File: config.mk
export PLATFORM = sky130hd
export DESIGN_NAME = knight_sprite_animator
export DESIGN_NICKNAME = d
export VERILOG_FILES = /design/src/rtl/knight_sprite_animator.sv
export SDC_FILE = /design/constraint.sdc
export NUM_CORES = 1
export LEC_CHECK = 0
export BUFFER_PORTS_ARGS = -buffer_cell sky130_fd_sc_hd__buf_2
export CORE_UTILIZATION = 45
export DETAILED_ROUTE_END_ITERATION = 8
export GPL_TIMING_DRIVEN = 0
export PLACE_DENSITY_LB_ADDON = 0.12
export SLEW_MARGIN = 20
export SYNTH_ARGS = -nofsm -noshare
export SYNTH_HDL_FRONTEND = slang
export SYNTH_SLANG_ARGS = --single-unit
File: constraint.sdc
create_clock -name vga_clk -period 6.2 [get_ports vga_clk]
set_clock_uncertainty 0.1 [all_clocks]
set_input_delay 0.62 -clock vga_clk [delete_from_list [all_inputs] [get_ports vga_clk]]
set_output_delay 0.62 -clock vga_clk [all_outputs]
set_load 0.02 [all_outputs]
File: src/rtl/knight_sprite_animator.sv
// Positioned, animated, optionally mirrored sprite renderer with a 3-stage pixel pipeline.
// Define SPRITE_SCALE2X_EN to draw every texel as a 2x2 pixel block.
module knight_sprite_animator #(
    parameter int SPR_W       = 50,
    parameter int SPR_H       = 64,
    parameter int NUM_FRAMES  = 4,
    parameter int IDX_W       = 3,
    parameter int FRAME_TICKS = 6,
    parameter int TRANSP_IDX  = 0,
    parameter int ADDR_W      = $clog2(NUM_FRAMES * SPR_W * SPR_H),
    parameter int FRAME_W     = (NUM_FRAMES > 1) ? $clog2(NUM_FRAMES) : 1
) (
    input  logic               vga_clk,
    input  logic               Reset,
    input  logic [9:0]         DrawX,
    input  logic [9:0]         DrawY,
    input  logic               blank,
    input  logic [9:0]         pos_x,
    input  logic [9:0]         pos_y,
    input  logic               flip_h,
    input  logic               play,
    input  logic               loop,
    input  logic               restart,
    output logic [ADDR_W-1:0]  rom_address,
    input  logic [IDX_W-1:0]   rom_q,
    output logic [IDX_W-1:0]   pal_index,
    input  logic [3:0]         pal_red,
    input  logic [3:0]         pal_green,
    input  logic [3:0]         pal_blue,
    output logic [3:0]         red,
    output logic [3:0]         green,
    output logic [3:0]         blue,
    output logic               opaque,
    output logic [FRAME_W-1:0] frame_idx,
    output logic               anim_done
);

`ifdef SPRITE_SCALE2X_EN
    localparam int SCALE_SH = 1;
`else
    localparam int SCALE_SH = 0;
`endif

    localparam int BOX_W      = SPR_W << SCALE_SH;
    localparam int BOX_H      = SPR_H << SCALE_SH;
    localparam int FRAME_SIZE = SPR_W * SPR_H;
    localparam int TICK_W     = (FRAME_TICKS > 1) ? $clog2(FRAME_TICKS) : 1;

    localparam logic [FRAME_W-1:0] LAST_FRAME = FRAME_W'(NUM_FRAMES - 1);
    localparam logic [TICK_W-1:0]  LAST_TICK  = TICK_W'(FRAME_TICKS - 1);

    typedef enum logic [1:0] {
        ST_IDLE,
        ST_PLAY,
        ST_DONE
    } state_t;

    // Box test is done one bit wider so a sprite near the right/bottom edge clips instead of wrapping.
    logic [10:0] x_ext, y_ext, px_ext, py_ext;
    logic        in_box;
    logic [9:0]  rel_x, rel_y, tex_x, tex_y, column;
    logic [ADDR_W-1:0] pix_addr;

    assign x_ext  = {1'b0, DrawX};
    assign y_ext  = {1'b0, DrawY};
    assign px_ext = {1'b0, pos_x};
    assign py_ext = {1'b0, pos_y};

    assign in_box = (x_ext >= px_ext) && (x_ext < px_ext + 11'(BOX_W)) &&
                    (y_ext >= py_ext) && (y_ext < py_ext + 11'(BOX_H));

    assign rel_x  = DrawX - pos_x;
    assign rel_y  = DrawY - pos_y;
    assign tex_x  = rel_x >> SCALE_SH;
    assign tex_y  = rel_y >> SCALE_SH;
    assign column = flip_h ? (10'(SPR_W - 1) - tex_x) : tex_x;

    assign pix_addr = ADDR_W'(frame_idx) * ADDR_W'(FRAME_SIZE)
                    + ADDR_W'(tex_y) * ADDR_W'(SPR_W)
                    + ADDR_W'(column);

    logic in_box_s1, blank_s1, in_box_s2, blank_s2;
    logic pix_opaque;

    // NOTE: state registers use non-blocking assignments so every stage samples pre-edge values.
    always_ff @(posedge vga_clk or posedge Reset) begin
        if (Reset) begin
            rom_address <= '0;
            in_box_s1   <= 1'b0;
            blank_s1    <= 1'b0;
            in_box_s2   <= 1'b0;
            blank_s2    <= 1'b0;
        end else begin
            rom_address <= in_box ? pix_addr : '0;
            in_box_s1   <= in_box;
            blank_s1    <= blank;
            in_box_s2   <= in_box_s1;
            blank_s2    <= blank_s1;
        end
    end

    assign pal_index  = rom_q;
    assign pix_opaque = blank_s2 && in_box_s2 && (rom_q != IDX_W'(TRANSP_IDX));

    always_ff @(posedge vga_clk or posedge Reset) begin
        if (Reset) begin
            red    <= '0;
            green  <= '0;
            blue   <= '0;
            opaque <= 1'b0;
        end else begin
            red    <= pix_opaque ? pal_red   : 4'd0;
            green  <= pix_opaque ? pal_green : 4'd0;
            blue   <= pix_opaque ? pal_blue  : 4'd0;
            opaque <= pix_opaque;
        end
    end

    // One tick on the first cycle the beam sits at the origin, so a held origin cannot re-fire.
    logic origin_q, at_origin, frame_tick;

    assign at_origin  = (DrawX == 10'd0) && (DrawY == 10'd0);
    assign frame_tick = at_origin && !origin_q;

    state_t             state_q, state_d;
    logic [TICK_W-1:0]  tick_q, tick_d;
    logic [FRAME_W-1:0] frame_d;
    logic               done_d;

    // NOTE: every always_comb output gets a default first, so no path can infer a latch.
    always_comb begin
        state_d = state_q;
        frame_d = frame_idx;
        tick_d  = tick_q;
        done_d  = 1'b0;
        if (restart) begin
            state_d = ST_PLAY;
            frame_d = '0;
            tick_d  = '0;
        end else begin
            case (state_q)
                ST_IDLE: frame_d = '0;
                ST_PLAY: begin
                    if (frame_tick && play) begin
                        if (tick_q == LAST_TICK) begin
                            tick_d = '0;
                            if (frame_idx == LAST_FRAME) begin
                                if (loop) begin
                                    frame_d = '0;
                                end else begin
                                    state_d = ST_DONE;
                                    done_d  = 1'b1;
                                end
                            end else begin
                                frame_d = frame_idx + FRAME_W'(1);
                            end
                        end else begin
                            tick_d = tick_q + TICK_W'(1);
                        end
                    end
                end
                default: ;
            endcase
        end
    end

    always_ff @(posedge vga_clk or posedge Reset) begin
        if (Reset) begin
            state_q   <= ST_IDLE;
            tick_q    <= '0;
            frame_idx <= '0;
            anim_done <= 1'b0;
            origin_q  <= 1'b0;
        end else begin
            state_q   <= state_d;
            tick_q    <= tick_d;
            frame_idx <= frame_d;
            anim_done <= done_d;
            origin_q  <= at_origin;
        end
    end

endmodule

==> results of run 1 <==
final cells by class:
type	count	area (µm²)	area share
plain buffers	8	42.5	0.00824
clock buffers	5	68.8	0.0133
clock inverters	3	46.3	0.00896
inverters	66	248	0.0480
multi-input cells	379	3120	0.603
flip-flops and latches	40	1000	0.194
well taps	129	161	0.0313
repair buffers	93	480	0.0930
cell families (layout without fill, tap and decap cells):
| logic type | Yosys count | in the layout | synth area share |
|---|---|---|---|
| multiplexers | 3 | 3 | 0.00681 |
| AND/OR/NAND/NOR | 125 | 125 | 0.151 |
| adder cells (fa/ha/maj) | 98 | 98 | 0.295 |
| flip-flops | 40 | 40 | 0.227 |
| buffers and inverters | 74 | 175 | 0.0659 |
| XOR/XNOR | 48 | 48 | 0.0985 |
| AO/OA/AOI/OAI | 105 | 105 | 0.156 |
cell usage after synthesis, types with 2 or more instances:
library cell  count
a211o_1           2
a211oi_1          3
a21boi_0          3
a21o_1            9
a21oi_1          31
a311o_1           2
and2_1           12
and3_1            2
buf_4             3
clkbuf_1          3
dfrtp_1          40
fa_1             10
ha_1             88
inv_1            66
mux2i_1           3
nand2_1          22
nand2b_1          7
nand3_1           6
nand4_1           7
nor2_1           28
nor2b_1          12
nor3_1           11
nor4_1            4
nor4_2            2
o2111ai_1         2
o211ai_1          2
o21a_1           10
o21ai_0          20
o21bai_1          4
o311ai_0          2
o31a_1            3
o31ai_1           4
or2_2             2
or3_1             3
or4_1             2
xnor2_1          34
xor2_1           13
metal layers:
| layer | track usage | vias to the layer above | part of all wire | wire, µm |
|---|---|---|---|---|
| met5 | 0 | - | 0 | 0 |
| met4 | 0.0279 | 0 | 0.0041 | 36 |
| met3 | 0.0201 | 2 | 0.035 | 313 |
| met2 | 0.348 | 71 | 0.50 | 4420 |
| met1 | 0.225 | 1693 | 0.46 | 4090 |
| li1 | - | 1910 | - | - |
placed cells by master, fill, tap and decap left out, drive strengths merged, types with 7 or more instances in the layout:
cell type,count
nor2,28
buf,98
nor3,11
a21oi,31
nand2b,7
ha,88
and2,12
o21a,10
dfrtp,40
xnor2,34
nand2,22
clkbuf,8
inv,67
nand4,7
nor2b,12
a21o,9
o21ai,21
xor2,13
fa,10
registers in the layout, indices dropped and copies added, names as in the netlist:
| register | cells |
|---|---|
| red | 4 |
| origin_q | 1 |
| rom_address | 14 |
| in_box_s1 | 1 |
| tick_q | 3 |
| state_q | 2 |
| opaque | 1 |
| blank_s1 | 1 |
| frame_idx | 2 |
| anim_done | 1 |
| blue | 4 |
| green | 4 |
| blank_s2 | 1 |
| in_box_s2 | 1 |
worst max-delay path, delay by kind of cell:
family | cells | cell delay, ps
fa+ha+maj | 8 | 2620
compound gates | 7 | 1440
xor+xnor | 3 | 770
buf+inv | 6 | 350
simple gates | 1 | 100
final timing paths:
check / cells after the start / endpoint / startpoint / slack (ps)
worst min register to register: 0 / in_box_s2$_DFF_PP0_ / in_box_s1$_DFF_PP0_ / 250
worst max register to register: 9 / rom_address[13]$_DFF_PP0_ / frame_idx[0]$_DFFE_PP0P_ / 3200
max in group asynchronous: 3 / rom_address[6]$_DFF_PP0_ / Reset / 5380
worst min-delay path: 2 / tick_q[0]$_DFFE_PP0P_ / Reset / 180
worst max-delay path: 25 / rom_address[13]$_DFF_PP0_ / DrawY[0] / 410
min in group vga_clk: 0 / in_box_s2$_DFF_PP0_ / in_box_s1$_DFF_PP0_ / 250
power groups by stage:
stage / Combinational [mW] / Clock (mW) / Sequential, mW
final: 1.68 / 0.213 / 0.291
after global placement: 1.63 / 0 / 0.295
after global routing: 1.92 / 0.231 / 0.293
after detailed placement: 1.67 / 0 / 0.296
after CTS: 1.69 / 0.220 / 0.290
after floorplan: 1.32 / 0 / 0.325
==> summary.txt, run 1 <==
Outcome
  – Status: finished, final reports clean

Pwr
  – Max IR drop VDD: ~0.00027 V
  – Clock power share: 0.098
  – Flop pwr share: 0.133
  – Logic pwr share: 0.769
  – Internal power: between 1 and 1.5 mW
  – Pleak: approximately 2.8 nW
  – Sw power: 1.02 mW
  – Sw Share: 0.467
  – P per Cell Area: between 400 and 500 nW/µm²
  – Total Power: 2.18 mW

Synth
  – Synth Instances: approximately 490
  – Number of synthesized register bits: 40
  – Cell taking the most area after synthesis: ha_1
  – Yosys Warn Count: 0
  – Post-synth EDFFs: 0
  – Post-synthesis sequential area ratio: 0.227
  – Top_reg_cell synth: dfrtp_1
  – Post-synth top area share: 0.250
  – Netlist cell types: 53
  – Synth Cell Area: between 4000 and 5000 µm²
  – Fraction of registers with async set/reset: 1.00
  – Syn avg cell area: 8.94 µm²
  – Post-Syn Nets: about 650
  – Ranking of synthesized cells by area: ha_1 (25%), dfrtp_1 (23%), xnor2_1 (6.8%), inv_1 (5.6%), fa_1 (4.5%)

Clocking
  – Clk sinks: 40
  – H-tree depth: 2
  – CTS max path bufs: 2
  – Worst-Skew Late Latency: a little under 300 ps
  – Clock transition at path regs: 90 ps
  – CTS Root Cell: clkbuf_8
  – CTS tree: done
  – Post-CTS Resized: 0
  – CTS Buf Count: 5
  – Setup bufs post-CTS: 0
  – CTS hold repair buffers: 0

Finish
  – Finished Layout Cells: 723
  – Nets: 753
  – Share of layout cells above drive strength 1: 0.190
  – Post-Layout Inst Area: ~5200 µm²
  – Fillers: 933
  – Utilization after layout: 0.551
  – Layout area overhead: 17.2%
  – Diodes inserted: 0

Critical path
  – Crit path launch type: input port
  – Slowest cell on crit path: fa_1
  – Cell seen most often among critical-path stages: ha_1
  – Crit path largest cell delay: ~530 ps
  – Worst Setup Path Type: in2reg
  – Critical Path RT: approximately 6300 ps
  – CP Capture Type: flip-flop
  – Crit path DAT: a little under 6000 ps
  – Max Fanout on Critical Path: 4

Detailed routing
  – Initial DRC Count: between 60 and 70
  – DRT Pass-1 Iters: 4
  – Wire length per cell: roughly 12 µm
  – Vias: about 3700
  – Final WL: 8870 µm
  – DR vias/cell: a little over 5
  – Post-route ant nets: 0
  – DRC errors left: 0

STA
  – Worst rel slew slack: 0.560
  – Total negative slack: 0 ps
  – Period utilization: 0.933
  – Worst-Margin Slew: ~650 ps
  – Post-route minimum period: a little under 6000 ps
  – Pins Over Slew Limit: 0
  – RSZ-0062 raised after global routing: false
  – Finish-stage setup viols: 0
  – Max Freq: between 150 and 200 MHz
  – Final WS setup: around 410 ps
  – Min Hold Slack: approximately 180 ps
  – Final Hold Vio Count: 0

Floorplanning
  – Initial core utilization: 0.470
  – Core region area: approximately 9400 µm²
  – IO Pins: 95
  – Number of cell rows: 35
  – Chip Width: 101 µm
  – Die Y: 101 µm
  – Die Footprint: 10200 µm²

Global routing
  – Largest net degree at the start of global routing: 28
  – Gr usage total: 0.183
  – Vias in the first global route: 3551
  – Antenna violations before repair: 0
  – First-pass GRT wire length: around 15000 µm
  – Congestion Overflow GR: 0

Placed design
  – HPWL Detailed: around 7800 µm
  – GPL Wtd Cong: between 0.7 and 0.8
  – DP Area: ~5000 µm²
  – Pre-CTS setup slack: slightly below 90 ps
  – Number of port buffers: 92
  – Placed insts: just over 700

Run
  – Max Cap Viol: 0

Worst hold path
  – HP Class: in2async
No activity file was read; power rests on OpenSTA's default activity.
==> run 2, diff against run 1 <==
==> constraint.sdc (replaced) <==
create_clock -name vga_clk -period 5.1 [get_ports vga_clk]
set_clock_uncertainty 0.1 [all_clocks]
set_input_delay 0.51 -clock vga_clk [delete_from_list [all_inputs] [get_ports vga_clk]]
set_output_delay 0.51 -clock vga_clk [all_outputs]
set_load 0.02 [all_outputs]
==> run 2 against run 1 <==
The flow now finishes with violations (negative setup slack). Sequential share of layout area decreased by 1.6 points. Final area increased by 8.7%. Non-clock buffer count increased by 13. Final cell count increased by 1.8%.
==> summary.txt, run 2 (synthesis gave the netlist of run 1 again) <==
Outcome
  – Status: finished, violations left
  – Failing checks: negative setup slack

Critical path
  – Crit path launch type: input port
  – Slowest cell on crit path: fa_1
  – Max Fanout on Critical Path: 4
  – CP Launch Point: DrawY[0]
  – Crit path depth: 27
  – FF-to-FF End: rom_address[13]$_DFF_PP0_
  – Worst Setup Path Type: in2reg
  – Crit path largest cell delay: ~490 ps
  – R2R cell count: 9
  – Reg2reg setup slack: approximately 2500 ps
  – Crit path capture: rom_address[13]$_DFF_PP0_
  – Critical Path RT: approximately 5200 ps
  – Crit path DAT: around 5300 ps
  – Dominant delay contributor by cell family on the critical path: adder cells
  – Worst R2R Start: frame_idx[0]$_DFFE_PP0P_
  – CP Capture Type: flip-flop
  – Cell seen most often among critical-path stages: xnor2_1
  – WP buf/inv: 6

STA
  – RSZ-0062 raised after global routing: true
  – Pins Over Slew Limit: 0
  – Worst rel slew slack: 0.575
  – Total negative slack: -41.2 ps
  – Final WS setup: -41.2 ps
  – Finish-stage setup viols: 1
  – Min Hold Slack: roughly 63 ps
  – Post-route minimum period: about 5100 ps
  – Period utilization: 1.01
  – Max Freq: about 190 MHz
  – Final Hold Vio Count: 0
  – Worst-Margin Slew: 630 ps

Clocking
  – CTS Buf Count: 5
  – CTS Root Cell: clkbuf_8
  – CTS tree: done
  – CTS max path bufs: 2
  – Clk sinks: 40
  – Worst-Skew Late Latency: about 300 ps
  – Clock transition at path regs: around 90 ps
  – H-tree depth: 2
  – CTS hold repair buffers: 0

Finish
  – Highest-count cells in the layout ignoring fill and taps: buf_2 (90), ha_1 (75), inv_1 (57)
  – Layout area overhead: 27.4%
  – Fillers: between 800 and 900
  – Diodes inserted: 0
  – Largest register FFs: 14
  – Most common cell after layout, fill and taps aside: buf_2
  – Share of layout cells above drive strength 1: 0.290
  – Post-Layout Inst Area: ~5600 µm²
  – Top reg by flops: rom_address
  – FF/Latch Area: 1000 µm²
  – Nets: ~770
  – Multi-input logic area: 3430 µm²

Global routing
  – Antenna violations before repair: 0
  – Congestion Overflow GR: 0
  – Vias in the first global route: between 3000 and 4000
  – First-pass GRT wire length: about 16000 µm
  – Largest net degree at the start of global routing: 28
  – Gr usage total: 0.196

Detailed routing
  – DRC errors left: 0
  – Post-route ant nets: 0
  – Vias: around 3800
  – DR vias/cell: approximately 5.2
  – DRT Pass-1 Iters: 4
  – Wire length per cell: 13.3 µm
  – Final WL: 9760 µm
  – Initial DRC Count: 68

Placed design
  – GPL Wtd Cong: a little over 0.8
  – DP Area: ~5100 µm²
  – Pre-CTS setup slack: -653 ps
  – Number of port buffers: 92
  – HPWL Detailed: ~7800 µm

Pwr
  – P per Cell Area: slightly above 600 nW/µm²
  – Max IR drop VDD: 0.000418 V
  – Pleak: a little under 3 nW

Floorplanning
  – Initial core utilization: 0.470
  – Die Y: ~100 µm
  – Number of cell rows: 35
  – Die Footprint: approximately 10000 µm²
  – Chip Width: a little over 100 µm
  – Core region area: 9370 µm²
  – IO Pins: 95

Worst hold path
  – HP Class: in2async

Run
  – Max Cap Viol: 0
==> run 2: final cells by class <==
class                      count  area share
clock buffer                   5      0.0123
tap                          129      0.0287
multi-input combinational    379       0.611
sequential                    40       0.178
buffer                         8     0.00757
clock inverter                 3     0.00824
timing repair buffer         106       0.108
inverter                      66      0.0459
==> run 2: through the flow <==
stage | power [mW] | utilization | cells
5_1_grt | 3.79 | 0.599 | 736
3_3_place_gp | 2.49 | 0.542 | 714
4_1_cts | 3.12 | 0.575 | 731
6_report | 3.45 | 0.599 | 736
3_5_place_dp | 2.53 | 0.544 | 715
2_1_floorplan | 2.14 | - | 493
==> run 2: power by group <==
group	leakage, nW	switching, mW	internal (mW)	total (mW)
Combinational	2.29	1.44	1.39	2.83
Clock	0.0548	0.116	0.147	0.263
Sequential	0.546	0.00754	0.345	0.353
==> run 2: repair_timing <==
item                       in CTS  in global routing
pin swaps                      27                 35
buffers inserted                8                  5
resized for setup              26                 39
setup endpoints to repair       3                  3
==> run 2: worst min-delay path by stage <==
stage	endpoint	slack (ps)	cells after the start
finish	rom_address[11]$_DFF_PP0_	60	2
global route	frame_idx[0]$_DFFE_PP0P_	80	2
CTS	anim_done$_DFF_PP0_	70	2
detailed placement	in_box_s2$_DFF_PP0_	240	0
global placement	blank_s2$_DFF_PP0_	230	0
floorplan	blank_s2$_DFF_PP0_	230	0
==> run 2: per-layer routing <==
layer,part of all wire,vias to the layer above,GRT usage
met5,0,-,0
met4,0.012,0,0.0390
met3,0.045,12,0.0277
met2,0.49,93,0.369
met1,0.45,1748,0.237
li1,-,1942,-
==> run 3, diff against run 2 <==
--- a/config.mk
+++ b/config.mk
@@ -6,11 +6,10 @@
 export NUM_CORES = 1
 export LEC_CHECK = 0
 export BUFFER_PORTS_ARGS = -buffer_cell sky130_fd_sc_hd__buf_2
-export CORE_UTILIZATION = 45
+export CORE_UTILIZATION = 50
 export DETAILED_ROUTE_END_ITERATION = 8
 export GPL_TIMING_DRIVEN = 0
 export PLACE_DENSITY_LB_ADDON = 0.12
-export SLEW_MARGIN = 20
 export SYNTH_ARGS = -nofsm -noshare
 export SYNTH_HDL_FRONTEND = slang
 export SYNTH_SLANG_ARGS = --single-unit
==> run 3 against run 2 <==
Worst hold slack improved by 160 ps. Highest routed layer unchanged. Global-route usage is 2.2 points higher. Fmax up 0.74%. Critical endpoint unchanged. Core utilization rose by 6.3 points. Largest power group unchanged. Final cell count is 3.4% lower. The flow still finishes with violations (negative setup slack). Sequential power hardly changed. Sequential cell count did not move.
==> summary.txt, run 3 (synthesis gave the netlist of run 1 again) <==
Outcome
  – Status: finished, violations left
  – Failing checks: negative setup slack

Floorplanning
  – Initial core utilization: 0.526
  – Die Y: 95.9 µm
  – Die Footprint: between 9000 and 10000 µm²
  – Core region area: around 8400 µm²
  – Chip Width: ~96 µm
  – Number of cell rows: 33
  – IO Pins: 95

Placed design
  – HPWL Detailed: between 7000 and 8000 µm
  – Pre-CTS setup slack: -646 ps
  – DP Area: approximately 5100 µm²
  – GPL Wtd Cong: around 0.86
  – Number of port buffers: between 90 and 100

Run
  – Max Cap Viol: 0

Critical path
  – Max Fanout on Critical Path: 6
  – Slowest cell on crit path: fa_1
  – Reg2reg setup slack: around 2300 ps
  – FF-to-FF End: rom_address[13]$_DFF_PP0_
  – Worst R2R Start: frame_idx[0]$_DFFE_PP0P_
  – CP Capture Type: flip-flop
  – Critical Path RT: ~5200 ps
  – Crit path DAT: between 5000 and 6000 ps
  – Cell seen most often among critical-path stages: ha_1
  – Worst Setup Path Type: in2reg
  – Crit path launch type: input port
  – Crit path largest cell delay: around 540 ps
  – R2R cell count: 8

STA
  – Total negative slack: -3.13 ps
  – Post-route minimum period: approximately 5000 ps
  – RSZ-0062 raised after global routing: true
  – Pins Over Slew Limit: 0
  – Final WS setup: -3.13 ps
  – Worst-Margin Slew: 794 ps
  – Finish-stage setup viols: 1
  – Period utilization: 1.00
  – Max Freq: between 150 and 200 MHz
  – Final Hold Vio Count: 0
  – Min Hold Slack: approximately 230 ps
  – Worst rel slew slack: 0.470

Worst hold path
  – HP Class: in2reg
  – Hold_sp: blank
  – Hold worst-path end: blank_s1$_DFF_PP0_
  – Hold path cells: 1

Finish
  – Highest-count cells in the layout ignoring fill and taps: buf_2 (92), ha_1 (74), inv_1 (59)
  – Share of layout cells above drive strength 1: 0.289
  – Nets: 765
  – Diodes inserted: 0
  – Largest register FFs: 14
  – Fillers: roughly 700
  – Top reg by flops: rom_address
  – Most common cell after layout, fill and taps aside: buf_2
  – Post-Layout Inst Area: around 5600 µm²
  – Layout area overhead: 26.0%

Clocking
  – CTS max path bufs: 2
  – CTS tree: done
  – Clock transition at path regs: 90 ps
  – Clk sinks: 40
  – CTS Buf Count: 5
  – CTS Root Cell: clkbuf_8
  – Worst-Skew Late Latency: 300 ps
  – H-tree depth: 2

Pwr
  – Internal power: 1.85 mW
  – Pleak: about 2.9 nW
  – Clock power share: 0.078
  – Flop pwr share: 0.104
  – Sw Share: 0.455
  – Max IR drop VDD: 0.000374 V
  – Logic pwr share: 0.818
  – P per Cell Area: just over 600 nW/µm²
  – Sw power: 1.55 mW

Detailed routing
  – DRT Pass-1 Iters: 4
  – Initial DRC Count: 62
  – Final WL: approximately 9500 µm
  – Vias: about 3800
  – Wire length per cell: approximately 13 µm
  – DR vias/cell: 5.34
  – DRC errors left: 0
  – Post-route ant nets: 0

Global routing
  – Congestion Overflow GR: 0
  – Largest net degree at the start of global routing: 41
  – Vias in the first global route: around 3700
  – Antenna violations before repair: 0
  – Gr usage total: 0.218
  – First-pass GRT wire length: 15900 µm
[run 3: power by group through the flow]
stage          combinational (mW)  sequential [mW]  clock (mW)
4_1_cts                      2.47            0.353       0.269
5_1_grt                      3.09            0.356       0.283
3_3_place_gp                 2.13            0.359           0
3_5_place_dp                 2.18            0.360           0
6_report                     2.78            0.353       0.265
2_1_floorplan                1.74            0.395           0
[run 3: what timing repair did]
item	CTS	global route
setup buffers	7	6
endpoints found under the setup margin	3	3
pin swaps	27	29
cloned	0	0
resized for setup	26	29
hold buffers	0	0
[run 3: final cells by class]
cell class / count / area, µm² / area share
plain buffers: 8 / 42.5 / 0.00766
clock buffers: 5 / 68.8 / 0.0124
clock inverters: 3 / 46.3 / 0.00834
inverters: 66 / 250 / 0.0451
multi-input cells: 379 / 3440 / 0.620
flip-flops and latches: 40 / 1000 / 0.180
well taps: 105 / 131 / 0.0237
repair buffers: 105 / 568 / 0.102
[run 3: worst max-delay path by stage]
stage | startpoint | to | slack (ps) | depth (start not counted)
final | DrawY[2] | rom_address[13]$_DFF_PP0_ | -3 | 25
after global routing | pos_y[2] | rom_address[13]$_DFF_PP0_ | -220 | 26
after CTS | DrawY[1] | rom_address[13]$_DFF_PP0_ | -40 | 25
after detailed placement | DrawY[0] | rom_address[13]$_DFF_PP0_ | -650 | 25
after global placement | DrawY[0] | rom_address[13]$_DFF_PP0_ | -560 | 25
after floorplan | DrawY[0] | rom_address[13]$_DFF_PP0_ | -8 | 24
[run 3: per-stage QoR]
step / instances / util / total power [mW]
finish: 711 / 0.662 / 3.40
global route: 711 / 0.662 / 3.73
CTS: 705 / 0.637 / 3.09
detailed placement: 690 / 0.603 / 2.54
global placement: 690 / 0.603 / 2.49
floorplan: 493 / - / 2.14
[run 3: metal layers]
metal	share of wire	GRT usage	up-vias	wire, µm
met4	0.013	0.0535	0	124
li1	-	-	1928	-
met2	0.51	0.406	77	4850
met1	0.44	0.268	1781	4210
met3	0.035	0.0213	10	335
met5	0	0	-	0
[run 3: critical path: cells and delay by family]
family / cells / cell delay, ps
buffers and inverters: 3 / 230
and+or+nand+nor: 4 / 330
adders and majority gates: 7 / 2360
AOI/OAI and AO/OA: 9 / 1330
xor gates and xnor gates: 2 / 480
